### config.mk
export PLATFORM = sky130hd
export DESIGN_NAME = mag_arb_sched
export DESIGN_NICKNAME = d
export VERILOG_FILES = /design/src/rtl/mag_arb_sched.sv
export SDC_FILE = /design/constraint.sdc
export NUM_CORES = 1
export LEC_CHECK = 0
export BUFFER_PORTS_ARGS = -buffer_cell sky130_fd_sc_hd__buf_2
export CELL_PAD_IN_SITES_DETAIL_PLACEMENT = 0
export CELL_PAD_IN_SITES_GLOBAL_PLACEMENT = 1
export CORE_ASPECT_RATIO = 0.75
export CORE_UTILIZATION = 35
export DETAILED_ROUTE_END_ITERATION = 10
export GPL_TIMING_DRIVEN = 1
export PLACE_DENSITY_LB_ADDON = 0.2
export SLEW_MARGIN = 20
export SYNTH_ARGS = -nofsm -noshare
export SYNTH_HDL_FRONTEND = slang
export SYNTH_SLANG_ARGS = --single-unit
### constraint.sdc
create_clock -name clk -period 5.1 [get_ports clk]
set_input_delay 1.02 -clock clk [delete_from_list [all_inputs] [get_ports clk]]
set_output_delay 1.02 -clock clk [all_outputs]
set_load 0.01 [all_outputs]
### src/rtl/mag_arb_sched.sv
// mag_arb_sched
// Two-requester round-robin front end for one shared magnitude engine.
// A granted request is launched on the engine with a one-cycle eng_start.
// The block then waits for eng_done, or gives up after TIMEOUT engine
// cycles, and presents one response that is held until it is accepted.
//
// Ports
//   clk, rst              clock, synchronous active-high reset
//   req_valid[1:0]        per-requester request valid
//   req_x/req_y[15:0]     operands, [7:0] requester 0, [15:8] requester 1
//   req_ready[1:0]        per-requester accept (combinational, IDLE only)
//   eng_start             one-cycle launch pulse to the engine
//   eng_x/eng_y[7:0]      operands held for the engine
//   eng_done, eng_result  engine completion pulse and result
//   rsp_valid/rsp_ready   response handshake
//   rsp_id, rsp_data      owning requester and result (0xFF on timeout)
//   rsp_err               1 = engine timed out
//   busy                  high whenever an operation is in flight
module mag_arb_sched #(
  parameter int TIMEOUT = 40
) (
  input  logic        clk,
  input  logic        rst,
  input  logic [1:0]  req_valid,
  input  logic [15:0] req_x,
  input  logic [15:0] req_y,
  output logic [1:0]  req_ready,
  output logic        eng_start,
  output logic [7:0]  eng_x,
  output logic [7:0]  eng_y,
  input  logic        eng_done,
  input  logic [7:0]  eng_result,
  output logic        rsp_valid,
  input  logic        rsp_ready,
  output logic        rsp_id,
  output logic [7:0]  rsp_data,
  output logic        rsp_err,
  output logic        busy
);

  // Last WAIT cycle index before the engine is declared dead.
  localparam logic [7:0] TMAX = 8'(TIMEOUT - 1);

  typedef enum logic [1:0] {
    S_IDLE  = 2'd0,
    S_ISSUE = 2'd1,
    S_WAIT  = 2'd2,
    S_RESP  = 2'd3
  } state_t;

  state_t     state_reg;
  state_t     state_next;
  logic       ptr_reg;
  logic [7:0] cnt_reg;
  logic [7:0] x_reg;
  logic [7:0] y_reg;
  logic       id_reg;
  logic [7:0] data_reg;
  logic       err_reg;

  logic [7:0] req_x_arr [2];
  logic [7:0] req_y_arr [2];
  logic       grant_id;
  logic       handshake;
  logic       timeout_hit;

  // Per-requester operand unpacking and ready decode.
  genvar gi;
  generate
    for (gi = 0; gi < 2; gi++) begin : g_req
      assign req_x_arr[gi] = req_x[8*gi +: 8];
      assign req_y_arr[gi] = req_y[8*gi +: 8];
      assign req_ready[gi] = handshake && (grant_id == 1'(gi));
    end
  endgenerate

  // A lone requester always wins; on contention the pointer decides.
  always_comb begin
    grant_id = ptr_reg;
    if (req_valid == 2'b01) begin
      grant_id = 1'b0;
    end else if (req_valid == 2'b10) begin
      grant_id = 1'b1;
    end
  end

  // Ready follows valid directly, so any valid request in IDLE is a handshake.
  assign handshake   = (state_reg == S_IDLE) && (req_valid != 2'b00);
  assign timeout_hit = (cnt_reg == TMAX);

  always_comb begin
    state_next = state_reg;
    case (state_reg)
      S_IDLE:  if (handshake) state_next = S_ISSUE;
      S_ISSUE: state_next = S_WAIT;
      S_WAIT:  if (eng_done || timeout_hit) state_next = S_RESP;
      S_RESP:  if (rsp_ready) state_next = S_IDLE;
      default: state_next = S_IDLE;
    endcase
  end

  always_ff @(posedge clk) begin
    if (rst) begin
      state_reg <= S_IDLE;
      ptr_reg   <= 1'b0;
      cnt_reg   <= 8'd0;
      x_reg     <= 8'd0;
      y_reg     <= 8'd0;
      id_reg    <= 1'b0;
      data_reg  <= 8'd0;
      err_reg   <= 1'b0;
    end else begin
      state_reg <= state_next;
      case (state_reg)
        S_IDLE: begin
          if (handshake) begin
            x_reg   <= req_x_arr[grant_id];
            y_reg   <= req_y_arr[grant_id];
            id_reg  <= grant_id;
            ptr_reg <= ~grant_id;
          end
        end
        S_ISSUE: cnt_reg <= 8'd0;
        S_WAIT: begin
          // A completion on the timeout cycle still counts as success.
          if (eng_done) begin
            data_reg <= eng_result;
            err_reg  <= 1'b0;
          end else if (timeout_hit) begin
            data_reg <= 8'hFF;
            err_reg  <= 1'b1;
          end else begin
            cnt_reg <= cnt_reg + 8'd1;
          end
        end
        default: ;
      endcase
    end
  end

  assign eng_start = (state_reg == S_ISSUE);
  assign eng_x     = x_reg;
  assign eng_y     = y_reg;
  assign rsp_valid = (state_reg == S_RESP);
  assign rsp_id    = id_reg;
  assign rsp_data  = data_reg;
  assign rsp_err   = err_reg;
  assign busy      = (state_reg != S_IDLE);

endmodule

==> impl_metrics.json <==
{
  "synth_area_sq_mm": 0.001629,
  "overflow": 0,
  "ys_ff_latch": 37,
  "finalNetCount": 306,
  "wl_per_cell_microns": 12.75,
  "synth_cell_type_count": 34,
  "die_x_microns": 80.78,
  "pwr-share-clk_pct": 25.2,
  "row_count": 21,
  "status": "finished, final reports clean",
  "core_area_sq_mm": 0.004467,
  "final-hold-violation-count": 0,
  "htree_levels": 2,
  "start_kind": "input port",
  "fmaxAchievable_mhz": 396.5,
  "insertedDiodeCount": 0,
  "die_height_microns": 61.09,
  "via_count": 1576,
  "tightest_slew_ps": 716.4,
  "routed_wl_mm": 3.979,
  "slew_violations": 0,
  "pwr-share-seq_pct": 35.9,
  "max_stage_delay_ps": 160,
  "vias_per_cell": 5.051,
  "drtIter0Drc": 119,
  "cts_root_buffer": "clkbuf_8",
  "combinationalPowerShare_pct": 38.9,
  "slowest_stage": "a21oi_1",
  "switching_share_pct": 35.72,
  "die_area_sq_mm": 0.004934,
  "drive_above_1_share_pct": 36.47,
  "setup_tns_ps": 0,
  "dp_hpwl_mm": 2.758,
  "drc": 0,
  "cpMostUsedCell": "buf_2",
  "internal_power_mw": 0.6776,
  "ys_warn_count": 0,
  "synth-seq-area-share_pct": 45.47,
  "cp_top_family": "buffers and inverters",
  "cts_buffers": 5,
  "antenna_left": 0,
  "total_leakage_power_nw": 0.9870,
  "path_cells": "buf_2 -> nand2_1 -> a21oi_1 -> buf_2",
  "path_class": "in -> out",
  "drv_cap": 0,
  "worstPathMaxFanout": 4,
  "synth-main-ff-cell": "dfxtp_1",
  "p_sw_mw": 0.3765,
  "clk_pin_slew_ps": 70,
  "crit_arrival_ps": 1500,
  "clockBufferDepth": 2,
  "syn_nets": 228,
  "clock_latency_ps": 290,
  "vdd_drop_max_mv": 0.2095,
  "syn_inst": 176,
  "fin_crit_ps": 2522,
  "antenna_found_initial": 0,
  "fin_crit_sh_pct": 49.46,
  "finalSetupViolations": 0,
  "rsz0062_at_grt": "no",
  "crit_buf_inv": 2,
  "post-cts-setup-buffers": 0,
  "synth_edf_count": 0,
  "initial_core_util_pct": 36.47,
  "critPathCaptureType": "output pin",
  "grtUsageTotal_pct": 16.84,
  "cts_tree": "built",
  "area_growth_syn_to_layout_pct": 33.56,
  "clock_skew_ps": 6.615,
  "crit_required_ps": 4080,
  "fin_util_pct": 48.71,
  "hold_path_class": "reg -> reg",
  "ctsHoldBuffers": 0,
  "dr.pass1.iters": 4,
  "avgSynthCellArea_sq_um": 9.256,
  "ios": 77,
  "routabilityCongestion": 0.7341,
  "grt_pass1_vias": 1342,
  "grt_max_degree": 39,
  "grt_pass1_wl_mm": 6.203,
  "slew_headroom_pct": 52.24,
  "cts.sinks": 37,
  "async_flop_share_pct": 0,
  "power_density_mw_per_mm2": 484.4,
  "cts_resized": 0,
  "io_buffers": 76
}
==> area by class of cell <==
type / instances / area [sq um]
fill: 455 / 2291
multi-input combinational: 125 / 818.3
sequential: 37 / 740.7
timing repair buffer: 79 / 402.9
clock buffer: 6 / 82.58
tap: 57 / 71.32
clock inverter: 2 / 37.54
inverter: 6 / 22.52
==> worst reg2reg max path, delay by kind of cell, from the launching register on <==
| kind | cells | cell delay (ps) |
|---|---|---|
| AND/OR/NAND/NOR | 2 | 470 |
| flip-flops | 1 | 400 |
| adder cells (fa/ha/maj) | 1 | 340 |
| buffers and inverters | 1 | 100 |
| AO/OA/AOI/OAI | 2 | 580 |
==> worst paths after layout <==
check,to,startpoint,slack [ps],cells past startpoint
setup / recovery,req_ready[0],req_valid[0],2580,4
hold / removal,rsp_data[2]$_SDFFE_PP0P_,rsp_data[2]$_SDFFE_PP0P_,460,1
setup reg to reg,cnt_reg[6]$_SDFFE_PP0P_,state_reg[0]$_SDFFE_PP0P_,3130,6
hold reg to reg,rsp_data[2]$_SDFFE_PP0P_,rsp_data[2]$_SDFFE_PP0P_,460,1
==> Yosys cell counts, types with 2 or more instances <==
library cell,n,share of area (%)
ha_1,6,4.6
nand2b_1,2,0.77
o21a_1,10,4.6
nand2_1,6,1.4
a222oi_1,16,9.8
nand3b_1,2,0.92
nor2_1,40,9.2
a21boi_0,2,0.92
a31oi_1,3,1.2
nand3_1,4,1.2
dfxtp_1,37,45
or3b_1,2,1.1
mux2i_1,2,1.2
nor3_1,2,0.61
clkbuf_1,6,1.4
o21ai_0,3,0.92
a21oi_1,11,3.4
inv_1,6,1.4
==> per-stage QoR <==
step                      instances  setup WS (ps)  area [sq um]  power (mW)  hold WS, ps
after CTS                       312           2589          2176       1.065        470.2
after floorplan                 176           2306          1629      0.6542        480.7
after detailed placement        304           2595          2056      0.7951        450.9
after global routing            312           2510          2176       1.130        492.0
after global placement          304           2609          2056      0.7990        447.0
final                           312           2578          2176       1.054        464.3
==> power groups by stage <==
stage          combinational, mW  clock, mW  sequential (mW)
4_1_cts                    0.413      0.274            0.378
3_3_place_gp               0.415          0            0.384
3_5_place_dp               0.412          0            0.383
6_report                   0.410      0.265            0.378
5_1_grt                    0.459      0.285            0.385
2_1_floorplan              0.252          0            0.403
==> cells in the final DEF (no fill, tap or decap), drive strengths merged <==
cell	Yosys	final
nand2	7	7
a211oi	1	1
a22oi	1	1
o21ai	4	4
nor3	2	2
a222oi	16	16
nor2	41	41
clkinvlp	0	1
bufinv	0	1
clkbuf	7	6
a31oi	3	3
and3	2	2
buf	1	79
dfxtp	37	37
or3b	2	2
nand4	1	1
nand3b	2	2
a21boi	2	2
a311oi	1	1
nor4bb	2	2
nand3	4	4
mux2i	2	2
a21oi	11	11
a21bo	1	1
nor3b	1	1
o32a	1	1
inv	6	6
ha	6	6
o21a	10	10
nand2b	2	2
==> cell families after synthesis <==
family                   share of synthesized area [%]
AND/OR/NAND/NOR                                  19.82
AO/OA/AOI/OAI                                    24.58
flip-flops                                       45.47
buffers and inverters                            4.301
adder cells (fa/ha/maj)                          4.608
multiplexers                                     1.229
==> layer usage <==
layer	share of wire (%)	track usage, %
met1	48	23.29
met2	44	23.97
met3	6.5	5.481
met4	1.5	7.653
met5	0	0
No activity file was read; power rests on OpenSTA's default activity.
